<file path="config.mk">
export PLATFORM = sky130hd
export DESIGN_NAME = ysyx_24110015_idu_stage
export DESIGN_NICKNAME = d
export VERILOG_FILES = /design/src/rtl/ysyx_24110015_idu_pkg.sv /design/src/rtl/ysyx_24110015_idu_decode.sv /design/src/rtl/ysyx_24110015_idu_stage.sv
export SDC_FILE = /design/constraint.sdc
export NUM_CORES = 1
export LEC_CHECK = 0
export ABC_CLOCK_PERIOD_IN_PS = 4100
export BUFFER_PORTS_ARGS = -buffer_cell sky130_fd_sc_hd__buf_2
export CORE_ASPECT_RATIO = 0.8
export CORE_UTILIZATION = 45
export DETAILED_ROUTE_END_ITERATION = 12
export PLACE_DENSITY_LB_ADDON = 0.15
export SLEW_MARGIN = 20
export SYNTH_ARGS = -nofsm -noshare
export SYNTH_HDL_FRONTEND = slang
export SYNTH_SLANG_ARGS = --single-unit
</file>
<file path="constraint.sdc">
create_clock -name clk -period 4.1 [get_ports clk]
set_input_delay 0.41 -clock clk [delete_from_list [all_inputs] [get_ports clk]]
set_output_delay 0.41 -clock clk [all_outputs]
set_load 0.005 [all_outputs]
</file>
<file path="src/rtl/ysyx_24110015_idu_pkg.sv">
// ysyx_24110015_idu_pkg
//   Shared definitions for the RV32I decode stage: opcode constants, ALU
//   operation codes, CSR operation codes, operand/next-pc source selects, the
//   decoded bundle type, the handshake state encoding and immediate helpers.
//
//   ALU op encoding (5 bits):
//     5'b0_0_fff  OP/OP-IMM with func3 fff (ADD, SLL, SLT, SLTU, XOR, SRL, OR, AND)
//     5'b0_1_fff  alternate forms: SUB (fff=000), SRA (fff=101)
//     5'h0F       illegal instruction marker
//     5'b1_0_fff  M extension with func3 fff (MUL .. REMU)
//     5'h18-5'h1D branch compares EQ, NE, LT, GE, LTU, GEU
package ysyx_24110015_idu_pkg;

  // Major opcodes (inst[6:0]).
  localparam logic [6:0] OPC_LUI      = 7'b0110111;
  localparam logic [6:0] OPC_AUIPC    = 7'b0010111;
  localparam logic [6:0] OPC_JAL      = 7'b1101111;
  localparam logic [6:0] OPC_JALR     = 7'b1100111;
  localparam logic [6:0] OPC_BRANCH   = 7'b1100011;
  localparam logic [6:0] OPC_LOAD     = 7'b0000011;
  localparam logic [6:0] OPC_STORE    = 7'b0100011;
  localparam logic [6:0] OPC_OP_IMM   = 7'b0010011;
  localparam logic [6:0] OPC_OP       = 7'b0110011;
  localparam logic [6:0] OPC_MISC_MEM = 7'b0001111;
  localparam logic [6:0] OPC_SYSTEM   = 7'b1110011;

  // func7 values accepted on register-register / shift-immediate forms.
  localparam logic [6:0] F7_ZERO = 7'b0000000;
  localparam logic [6:0] F7_ALT  = 7'b0100000;
  localparam logic [6:0] F7_MUL  = 7'b0000001;

  // Fully specified SYSTEM encodings.
  localparam logic [31:0] INST_ECALL  = 32'h0000_0073;
  localparam logic [31:0] INST_EBREAK = 32'h0010_0073;
  localparam logic [31:0] INST_MRET   = 32'h3020_0073;

  // ALU operation codes referenced by name.
  localparam logic [4:0] ALU_ADD  = 5'h00;
  localparam logic [4:0] ALU_ILL  = 5'h0F;
  localparam logic [4:0] ALU_BEQ  = 5'h18;
  localparam logic [4:0] ALU_BNE  = 5'h19;
  localparam logic [4:0] ALU_BLT  = 5'h1A;
  localparam logic [4:0] ALU_BGE  = 5'h1B;
  localparam logic [4:0] ALU_BLTU = 5'h1C;
  localparam logic [4:0] ALU_BGEU = 5'h1D;

  // CSR operations.
  localparam logic [1:0] CSR_NONE = 2'd0;
  localparam logic [1:0] CSR_RW   = 2'd1;
  localparam logic [1:0] CSR_RS   = 2'd2;
  localparam logic [1:0] CSR_RC   = 2'd3;

  // ALU operand sources.
  localparam logic [1:0] A_RS1  = 2'd0;
  localparam logic [1:0] A_PC   = 2'd1;
  localparam logic [1:0] A_ZERO = 2'd2;
  localparam logic [1:0] B_RS2  = 2'd0;
  localparam logic [1:0] B_IMM  = 2'd1;
  localparam logic [1:0] B_FOUR = 2'd2;

  // Decoded instruction bundle (everything except the pc).
  typedef struct packed {
    logic [4:0]  rd;
    logic [4:0]  rs1;
    logic [4:0]  rs2;
    logic [31:0] imm;
    logic [4:0]  alu_op;
    logic [1:0]  alu_a_sel;
    logic [1:0]  alu_b_sel;
    logic        reg_write;
    logic        mem_read;
    logic        mem_write;
    logic [2:0]  mem_op;
    logic        branch;
    logic        pc_a_sel;
    logic        pc_b_sel;
    logic [1:0]  csr_op;
    logic        csr_imm;
    logic        ecall;
    logic        ebreak;
    logic        mret;
    logic        illegal;
  } idu_bundle_t;

  // Handshake state, encoded as {out_v, skid_v}.
  typedef enum logic [1:0] {
    ST_EMPTY = 2'b00,
    ST_FULL  = 2'b10,
    ST_SKID  = 2'b11
  } stage_state_t;

  // Sign-extended immediates for each instruction format.
  function automatic logic [31:0] imm_i(input logic [31:0] inst);
    return {{20{inst[31]}}, inst[31:20]};
  endfunction

  function automatic logic [31:0] imm_s(input logic [31:0] inst);
    return {{20{inst[31]}}, inst[31:25], inst[11:7]};
  endfunction

  function automatic logic [31:0] imm_b(input logic [31:0] inst);
    return {{19{inst[31]}}, inst[31], inst[7], inst[30:25], inst[11:8], 1'b0};
  endfunction

  function automatic logic [31:0] imm_u(input logic [31:0] inst);
    return {inst[31:12], 12'h000};
  endfunction

  function automatic logic [31:0] imm_j(input logic [31:0] inst);
    return {{11{inst[31]}}, inst[31], inst[19:12], inst[20], inst[30:21], 1'b0};
  endfunction

endpackage

</file>
<file path="src/rtl/ysyx_24110015_idu_decode.sv">
// ysyx_24110015_idu_decode
//   Purely combinational RV32I(+M, +SYSTEM/CSR) decoder: instruction word in,
//   decoded bundle out. Disabled or undecodable encodings set illegal and have
//   every side effect suppressed.
//   Parameters: EN_M   - decode MUL/DIV/REM, else flag them illegal.
//               EN_CSR - decode CSR ops, ecall and mret, else flag them illegal.
//   Ports: inst   (in, 32)          instruction word.
//          bundle (out, idu_bundle_t) decoded fields.
module ysyx_24110015_idu_decode
  import ysyx_24110015_idu_pkg::*;
#(
  parameter bit EN_M   = 1'b1,
  parameter bit EN_CSR = 1'b1
) (
  input  logic [31:0] inst,
  output idu_bundle_t bundle
);

  logic [6:0]  opcode;
  logic [2:0]  func3;
  logic [6:0]  func7;
  idu_bundle_t d;
  logic        ill;

  assign opcode = inst[6:0];
  assign func3  = inst[14:12];
  assign func7  = inst[31:25];

  always_comb begin
    // NOTE: every variable gets a default before the case so no path leaves
    // it unassigned; otherwise synthesis would infer latches.
    d           = '0;
    d.rd        = inst[11:7];
    d.rs1       = inst[19:15];
    d.rs2       = inst[24:20];
    d.alu_op    = ALU_ADD;
    d.alu_a_sel = A_RS1;
    d.alu_b_sel = B_RS2;
    ill         = 1'b0;

    case (opcode)
      OPC_LUI: begin
        d.imm       = imm_u(inst);
        d.alu_a_sel = A_ZERO;
        d.alu_b_sel = B_IMM;
        d.reg_write = 1'b1;
      end

      OPC_AUIPC: begin
        d.imm       = imm_u(inst);
        d.alu_a_sel = A_PC;
        d.alu_b_sel = B_IMM;
        d.reg_write = 1'b1;
      end

      OPC_JAL: begin
        // Link value is pc+4 through the ALU; the target is pc+imm.
        d.imm       = imm_j(inst);
        d.alu_a_sel = A_PC;
        d.alu_b_sel = B_FOUR;
        d.reg_write = 1'b1;
        d.pc_b_sel  = 1'b1;
      end

      OPC_JALR: begin
        d.imm       = imm_i(inst);
        d.alu_a_sel = A_PC;
        d.alu_b_sel = B_FOUR;
        d.reg_write = 1'b1;
        d.pc_a_sel  = 1'b1;
        d.pc_b_sel  = 1'b1;
        ill         = (func3 != 3'b000);
      end

      OPC_BRANCH: begin
        d.imm      = imm_b(inst);
        d.branch   = 1'b1;
        d.pc_b_sel = 1'b1;
        case (func3)
          3'b000:  d.alu_op = ALU_BEQ;
          3'b001:  d.alu_op = ALU_BNE;
          3'b100:  d.alu_op = ALU_BLT;
          3'b101:  d.alu_op = ALU_BGE;
          3'b110:  d.alu_op = ALU_BLTU;
          3'b111:  d.alu_op = ALU_BGEU;
          default: ill      = 1'b1;
        endcase
      end

      OPC_LOAD: begin
        d.imm       = imm_i(inst);
        d.alu_b_sel = B_IMM;
        d.mem_read  = 1'b1;
        d.mem_op    = func3;
        d.reg_write = 1'b1;
        ill         = (func3 == 3'b011) || (func3 == 3'b110) || (func3 == 3'b111);
      end

      OPC_STORE: begin
        d.imm       = imm_s(inst);
        d.alu_b_sel = B_IMM;
        d.mem_write = 1'b1;
        d.mem_op    = func3;
        ill         = (func3[2] == 1'b1) || (func3[1:0] == 2'b11);
      end

      OPC_OP_IMM: begin
        d.imm       = imm_i(inst);
        d.alu_b_sel = B_IMM;
        d.reg_write = 1'b1;
        d.alu_op    = {2'b00, func3};
        // Only the shift forms constrain the upper immediate bits.
        if (func3 == 3'b001) begin
          ill = (func7 != F7_ZERO);
        end else if (func3 == 3'b101) begin
          if (func7 == F7_ALT) d.alu_op = {2'b01, func3};
          else                 ill      = (func7 != F7_ZERO);
        end
      end

      OPC_OP: begin
        d.reg_write = 1'b1;
        case (func7)
          F7_ZERO: d.alu_op = {2'b00, func3};
          F7_ALT: begin
            d.alu_op = {2'b01, func3};
            ill      = (func3 != 3'b000) && (func3 != 3'b101);
          end
          F7_MUL: begin
            d.alu_op = {2'b10, func3};
            ill      = !EN_M;
          end
          default: ill = 1'b1;
        endcase
      end

      // fence / fence.i retire as no-ops.
      OPC_MISC_MEM: ;

      OPC_SYSTEM: begin
        case (func3)
          3'b000: begin
            if (EN_CSR && inst == INST_ECALL)     d.ecall  = 1'b1;
            else if (inst == INST_EBREAK)         d.ebreak = 1'b1;
            else if (EN_CSR && inst == INST_MRET) d.mret   = 1'b1;
            else                                  ill      = 1'b1;
          end
          3'b100: ill = 1'b1;
          default: begin
            // imm carries the CSR address; rs1 doubles as zimm when csr_imm.
            d.imm       = imm_i(inst);
            d.reg_write = 1'b1;
            d.csr_imm   = func3[2];
            case (func3[1:0])
              2'b01:   d.csr_op = CSR_RW;
              2'b10:   d.csr_op = CSR_RS;
              default: d.csr_op = CSR_RC;
            endcase
            ill = !EN_CSR;
          end
        endcase
      end

      default: ill = 1'b1;
    endcase

    if (ill) begin
      d.illegal   = 1'b1;
      d.alu_op    = ALU_ILL;
      d.reg_write = 1'b0;
      d.mem_read  = 1'b0;
      d.mem_write = 1'b0;
      d.branch    = 1'b0;
      d.csr_op    = CSR_NONE;
      d.csr_imm   = 1'b0;
      d.ecall     = 1'b0;
      d.ebreak    = 1'b0;
      d.mret      = 1'b0;
    end

    // Writes to x0 are discarded at the source.
    if (d.rd == 5'd0) d.reg_write = 1'b0;

    bundle = d;
  end

endmodule

</file>
<file path="src/rtl/ysyx_24110015_idu_stage.sv">
// ysyx_24110015_idu_stage
//   Pipelined decode stage between IFU and EXU. An output register plus a
//   one-entry skid register let in_ready come from registered state only, so
//   it never depends combinationally on out_ready. Order is preserved and a
//   synchronous flush drops everything held and the same-cycle input.
//   Parameters: XLEN (32 only), EN_M, EN_CSR (passed to the decoder).
//   Ports: clk, rst (async active-low), flush;
//          in_valid/in_ready/in_inst/in_pc from IFU;
//          out_valid/out_ready and the decoded bundle (out_pc .. out_illegal)
//          to EXU.
module ysyx_24110015_idu_stage
  import ysyx_24110015_idu_pkg::*;
#(
  parameter int XLEN   = 32,
  parameter bit EN_M   = 1'b1,
  parameter bit EN_CSR = 1'b1
) (
  input  logic            clk,
  input  logic            rst,
  input  logic            flush,
  input  logic            in_valid,
  output logic            in_ready,
  input  logic [31:0]     in_inst,
  input  logic [XLEN-1:0] in_pc,
  output logic            out_valid,
  input  logic            out_ready,
  output logic [XLEN-1:0] out_pc,
  output logic [4:0]      out_rd,
  output logic [4:0]      out_rs1,
  output logic [4:0]      out_rs2,
  output logic [XLEN-1:0] out_imm,
  output logic [4:0]      out_alu_op,
  output logic [1:0]      out_alu_a_sel,
  output logic [1:0]      out_alu_b_sel,
  output logic            out_reg_write,
  output logic            out_mem_read,
  output logic            out_mem_write,
  output logic [2:0]      out_mem_op,
  output logic            out_branch,
  output logic            out_pc_a_sel,
  output logic            out_pc_b_sel,
  output logic [1:0]      out_csr_op,
  output logic            out_csr_imm,
  output logic            out_ecall,
  output logic            out_ebreak,
  output logic            out_mret,
  output logic            out_illegal
);

  typedef struct packed {
    logic [XLEN-1:0] pc;
    idu_bundle_t     b;
  } slot_t;

  stage_state_t state;
  slot_t        out_q;
  slot_t        skid_q;
  slot_t        in_slot;
  idu_bundle_t  dec;
  logic         accept;

  ysyx_24110015_idu_decode #(
    .EN_M   (EN_M),
    .EN_CSR (EN_CSR)
  ) u_decode (
    .inst   (in_inst),
    .bundle (dec)
  );

  assign in_slot   = '{pc: in_pc, b: dec};
  assign in_ready  = !state[0];  // skid_v
  assign out_valid = state[1];   // out_v
  assign accept    = in_valid && in_ready && !flush;

  // NOTE: state and payload registers use non-blocking assignments so every
  // register samples pre-edge values regardless of statement order.
  always_ff @(posedge clk or negedge rst) begin
    if (!rst) begin
      state  <= ST_EMPTY;
      out_q  <= '0;
      skid_q <= '0;
    end else if (flush) begin
      state <= ST_EMPTY;
    end else begin
      case (state)
        ST_EMPTY: begin
          if (accept) begin
            out_q <= in_slot;
            state <= ST_FULL;
          end
        end
        ST_FULL: begin
          if (out_ready) begin
            if (accept) out_q <= in_slot;
            else        state <= ST_EMPTY;
          end else if (accept) begin
            // Output is stalled: park the new bundle behind it.
            skid_q <= in_slot;
            state  <= ST_SKID;
          end
        end
        ST_SKID: begin
          if (out_ready) begin
            out_q <= skid_q;
            state <= ST_FULL;
          end
        end
        default: state <= ST_EMPTY;
      endcase
    end
  end

  assign out_pc        = out_q.pc;
  assign out_rd        = out_q.b.rd;
  assign out_rs1       = out_q.b.rs1;
  assign out_rs2       = out_q.b.rs2;
  assign out_imm       = out_q.b.imm;
  assign out_alu_op    = out_q.b.alu_op;
  assign out_alu_a_sel = out_q.b.alu_a_sel;
  assign out_alu_b_sel = out_q.b.alu_b_sel;
  assign out_reg_write = out_q.b.reg_write;
  assign out_mem_read  = out_q.b.mem_read;
  assign out_mem_write = out_q.b.mem_write;
  assign out_mem_op    = out_q.b.mem_op;
  assign out_branch    = out_q.b.branch;
  assign out_pc_a_sel  = out_q.b.pc_a_sel;
  assign out_pc_b_sel  = out_q.b.pc_b_sel;
  assign out_csr_op    = out_q.b.csr_op;
  assign out_csr_imm   = out_q.b.csr_imm;
  assign out_ecall     = out_q.b.ecall;
  assign out_ebreak    = out_q.b.ebreak;
  assign out_mret      = out_q.b.mret;
  assign out_illegal   = out_q.b.illegal;

endmodule

</file>
== After elaboration in Yosys (flattened, before gate mapping) ==
Cells that the tools add are included.

* Bits in registers: 210
* Output and inout bits: 106
* Logic and storage cells: 162

* Bitwise operators: 2
* Reduce and logical (&&, ||, !) cells: 30
* Muxes and demuxes: 53
* Equality and inequality tests: 34

{| class="wikitable"
|+ Operator list
! kind !! count
|-
| $mux 104 || 3
|-
| $pmux 104 s3 || 1
|-
| $pmux 32 s6 || 1
|-
| $eq 32x21->1 const B || 1
|-
| $eq 32x30->1 const B || 1
|-
| $eq 32x7->1 const B || 1
|-
| $mux 32 || 1
|-
| $pmux 5 s3 || 2
|-
| $pmux 5 s6 || 1
|-
| $eq 7x6->1 const B || 4
|-
| $eq 7x7->1 const B || 4
|-
| $mux 1 || 19
|-
| $mux 5 || 3
|-
| $eq 7x5->1 const B || 2
|-
| $mux 2 || 7
|-
| $eq 3x3->1 const B || 4
|-
| $mux 3 || 4
|-
| $pmux 2 s2 || 3
|-
| $reduce_and 4->1 || 3
|-
| $reduce_or 2->1 || 5
|-
| $ne 3x3->1 const B || 3
|-
| $reduce_or 3->1 || 3
|-
| $eq 2x2->1 const B || 4
|-
| $ne 4x4->1 const B || 2
|-
| other kinds (27) || 37
|}

== Depth between registers and ports, before layout ==
* Depth after elaboration: 11
* Mapped depth: 9

== Modules after synthesis ==
From an unflattened synthesis, not the netlist that was laid out.

* Cell total of the unflattened synthesis: 898
* Area, all modules: 10136.0 um^2

{| class="wikitable"
|+ Modules (own cells, without submodules)
! module !! cells each !! instances !! area each (um^2)
|-
| ysyx_24110015_idu_stage || 695 || 1 || 8839.7
|-
| ysyx_24110015_idu_decode || 203 || 1 || 1296.2
|}

== Worst setup path before layout ==
No wires, ideal clock.

* Kind: input -> register
* Start point: input in_inst[29]
* End point: register out_q (netlist bit out_alu_op[0])
* Path buffers: 1
* Data required time: 3.959 ns
* Stages on the path: 7
* Path slack: 1.687 ns
* Arrival: 2.271 ns
* Library setup time: 0.141 ns
* Path through: or4_4 > or3_1 > o311a_1 > a211oi_4 > o2111a_1 > buf_4 > a31oi_1

* Word-level cells in the longest chain between the ends: 10
* Elaborated cells between the ends (all ways): 23

{| class="wikitable"
|+ RTL lines
! element !! RTL line !! RTL
|-
| start: declaration || ysyx_24110015_idu_stage.sv:23 || <nowiki>input logic [31:0] in_inst,</nowiki>
|-
| $eq 32x30->1 || ysyx_24110015_idu_decode.sv:145 || <nowiki>else if (EN_CSR && inst == INST_MRET) d.mret = 1'b1;</nowiki>
|-
| $mux 1 || ysyx_24110015_idu_decode.sv:145 ||
|-
| $mux 1 || ysyx_24110015_idu_decode.sv:144 || <nowiki>else if (inst == INST_EBREAK) d.ebreak = 1'b1;</nowiki>
|-
| $mux 1 || ysyx_24110015_idu_decode.sv:143 || <nowiki>if (EN_CSR && inst == INST_ECALL) d.ecall = 1'b1;</nowiki>
|-
| $pmux 1 s2 || ysyx_24110015_idu_decode.sv:141 || <nowiki>case (func3)</nowiki>
|-
| $pmux 1 s8 || ysyx_24110015_idu_decode.sv:41 || <nowiki>case (opcode)</nowiki>
|-
| $mux 5 * || ysyx_24110015_idu_decode.sv:167 || <nowiki>if (ill) begin</nowiki>
|-
| $mux 104 * || ysyx_24110015_idu_stage.sv:87, ysyx_24110015_idu_stage.sv:94 ||
|-
| $mux 104 || ysyx_24110015_idu_stage.sv:93 || <nowiki>if (out_ready) begin</nowiki>
|-
| $pmux 104 s3 * || ysyx_24110015_idu_stage.sv:85 || <nowiki>case (state)</nowiki>
|-
| end signal: assignment || ysyx_24110015_idu_stage.sv:88 || <nowiki>out_q <= in_slot;</nowiki>
|-
| end signal: assignment || ysyx_24110015_idu_stage.sv:94 || <nowiki>if (accept) out_q <= in_slot;</nowiki>
|-
| end signal: assignment || ysyx_24110015_idu_stage.sv:104 || <nowiki>out_q <= skid_q;</nowiki>
|-
| end: declaration || ysyx_24110015_idu_stage.sv:56 || <nowiki>slot_t out_q;</nowiki>
|}

Mark *: on every way between the ends. The rest lies on a longest branch, timed or not. The select of a mux whose other input is x is not followed.
A chain may end at the register's enable or synchronous reset.

== Worst setup path after layout ==
* Start point: register state[0]
* End point: register out_q (netlist bit out_imm[30])

* Word-level cells in the longest chain between the ends: 6
* Elaborated cells between the ends (all ways): 13

{| class="wikitable"
|+ RTL lines
! element !! RTL line !! RTL
|-
| start: declaration || ysyx_24110015_idu_stage.sv:55 || <nowiki>stage_state_t state;</nowiki>
|-
| start signal: assignment || ysyx_24110015_idu_stage.sv:79 || <nowiki>state <= ST_EMPTY;</nowiki>
|-
| start signal: assignment || ysyx_24110015_idu_stage.sv:83 || <nowiki>state <= ST_EMPTY;</nowiki>
|-
| start signal: assignment || ysyx_24110015_idu_stage.sv:89 || <nowiki>state <= ST_FULL;</nowiki>
|-
| $logic_not 1->1 || ysyx_24110015_idu_stage.sv:71 || <nowiki>assign in_ready = !state[0];</nowiki>
|-
| $logic_and 1x1->1 (2 in series) || ysyx_24110015_idu_stage.sv:73 || <nowiki>assign accept = in_valid && in_ready && !flush;</nowiki>
|-
| $mux 104 (2 in series) || - ||
|-
| $pmux 104 s3 || ysyx_24110015_idu_stage.sv:85 ||
|}

Several ways; a longest one is shown, not always the timed one. The select of a mux whose other input is x is not followed.

==> run metrics <==
status=finished, final reports clean; adder and majority gate portion of the synthesized area=0.5227%; sequential share of the synthesized area=54.88%; largest fanout on the critical path=11; Non-Filler Instances=1469; H-tree Lvls=1; Worst-Margin Slew=1.112 ns; final setup fails=0; max cap viols=0; fmax=0.3589 GHz; Nets=1259; Synth cell types=53; final WL=26260 um; Setup crit start kind=flip-flop; data arrival time of the worst path=3.14 ns; area leader, netlist=dfrtp_1; most numerous cell in the Yosys netlist=nand2_1; antenna cell count=0; DP HPWL=16830 um; CTS Buffer Depth=3; top_reg_cell synth=dfrtp_1; via count=8040; Slew Viols, Final=0; share of cells above drive strength 1=roughly a fifth; slew margin rel.=25.84%; wire per inst=17.87 um; Routability Congestion=0.9321; TritonRoute pass-1 iters=4; Pwr per Cell Area=612.0 nW/um2; main combinational cell family by area after synthesis=simple AND/OR/NAND/NOR gates; Post-CTS Setup Bufs=0; number of global-route vias before repair=7606; Hold Worst Slack=0.0006374 ns; Post-synth EDFFs=0; Core Footprint=just over 20000 um2; simple-gate share of the synthesized area=20.75%; Post-Syn Area=9575 um2; post-synthesis compound-gate area fraction=15.01%; cell row count=47; Clock Latency Late Sink=about 0.52 ns; Num CTS Buffers=22; global-route wire length before repair=approximately 41000 um; mux cell area share after synthesis=5.227%; Top cell by count, worst path=a21oi_1; Starting Density=46.13%; CP Capture Type=flip-flop; CTS tree=done; routed vias/inst=5.473; Tcrit/Tclk final=slightly below 70%; Avg Inst Size Synth=9.076 um2; Multi-input gate area=4024 um2; die height=approximately 130 um; leakage=5.336 nW; clk sinks=210; Synth Warn #=0; Max Clock Skew=0.01981 ns; top cells by area, synth=dfrtp_1 (55%), nand2_1 (11%), o21ai_0 (6.1%); fill cell count=1905; Async SR Flop Fraction=100.0%; design area=about 11000 um2; initial antenna violation count=1; CP max stage delay=between 0.9 and 1 ns; crit path time final=2.786 ns; RSZ-0062 raised after global routing=no; Clk pin slew, worst setup/hold paths=0.06 ns; FF+latch count, synth=210; clock root cell=clkbuf_16; top post-synthesis cells by count=nand2_1 (287), dfrtp_1 (210), o21ai_0 (117); largest net degree at the start of global routing=135; Peak VDD IR=0.2941 mV; Post-Syn Nets=1128; Setup WS post-layout=1.314 ns; Setup CP Type=reg -> reg; Final Hold Fails=0; PortBufs=between 150 and 200; Synth Instances=1055; Hold Path Class=in -> async; die area=21870 um2; GRT overflow=0; register area=5255 um2; Post-route DRC=0; setup_tns=0 ns; crit path cell chain=inv_1, ha_1, nor2_1, o221a_2, nand2b_1, a21oi_1, a21oi_1; ANT nets after route=0; Critical-path top delay cell=a21oi_1; Critical Path RT=4.45 ns; drt initial violations=626; Synth top area share=between 50% and 60%; GRT Total Usage=23.89%; Inst Count DP=1431; Post-Synth XOR/XNOR Area=less than 1%; Die X=165.1 um; IO Pins=175; Layout area overhead=18.80%; Placed Area=about 11000 um2; hold buffer count at cts=0; Worst Setup SP=state[0]; Critical R2R Launch=state[0]; Setup WS pre-CTS=1.180 ns; reg2reg setup slack=about 1.3 ns; # resized after CTS=0
[metal layers]
| metal | global-route usage (%) | share of wire, % |
|---|---|---|
| met3 | 3.824 | 5.6 |
| met5 | 0 | 0 |
| met1 | 36.31 | 48 |
| met4 | 4.944 | 1.8 |
| met2 | 35.94 | 45 |
[cell usage in the layout, fill, tap and decap left out, drive strengths merged, types with 26 or more instances in the layout]
| master | synthesis | routed |
|---|---|---|
| nand2 | 287 | 287 |
| clkbuf | 69 | 30 |
| o21ai | 118 | 118 |
| nand3b | 26 | 26 |
| dfrtp | 210 | 210 |
| nand3 | 27 | 27 |
| mux2i | 50 | 50 |
| buf | 8 | 184 |
| a21oi | 76 | 76 |
| nor2 | 56 | 56 |
[worst max-delay path: cells and delay by family (launching register included)]
family | cells | cell delay, ns
compound gates | 3 | 1.34
simple gates | 2 | 0.46
flops | 1 | 0.45
fa+ha+maj | 1 | 0.24
buf+inv | 1 | 0.14
[report_power, final]
part | switching (W) | leakage (nW) | internal [W]
logic | 0.000958 | 2.30 | 0.000739
registers | 0.000396 | 2.66 | 0.00283
clock network | 0.000822 | 0.371 | 0.00122
[cell type report]
cell class	instances	share of cell area (%)
repair buffers	184	8.623
inverters	10	0.3300
flip-flops and latches	210	46.19
clock inverters	8	0.8909
multi-input cells	758	35.37
well taps	269	2.959
clock buffers	30	5.631
[cells by family after synthesis]
| family | count (synthesis) |
|---|---|
| AOI/OAI and AO/OA | 250 |
| xor gates and xnor gates | 1 |
| adders and majority gates | 4 |
| buffers and inverters | 87 |
| DFF | 210 |
| muxes | 50 |
| and+or+nand+nor | 453 |
[metrics by stage]
step                      utilization [%]  power [W]
final                               54.80   0.006963
after global routing                54.80   0.007396
after CTS                           54.80   0.007020
after detailed placement            51.23   0.004964
after global placement              51.23   0.004901
after floorplan                         -   0.004158
[sequential cells by signal, summed over array words and instances, names as in the netlist, 2 cells and up]
signal,cells
skid_q,104
out_pc,32
state,2
out_rs1,5
out_alu_op,5
out_alu_a_sel,2
out_rs2,5
out_mem_op,3
out_alu_b_sel,2
out_rd,5
out_csr_op,2
out_imm,32
[final timing paths]
path | endpoint | cells past startpoint
max reg2reg | out_imm[30] | 7
min reg2reg | out_pc[10] | 2
max in group asynchronous | out_pc[12] | 2
min | out_csr_op[0] | 1
max | out_imm[30] | 7
min in group clk | skid_q[94] | 3
Note: power is estimated with default switching activity, not from simulation.
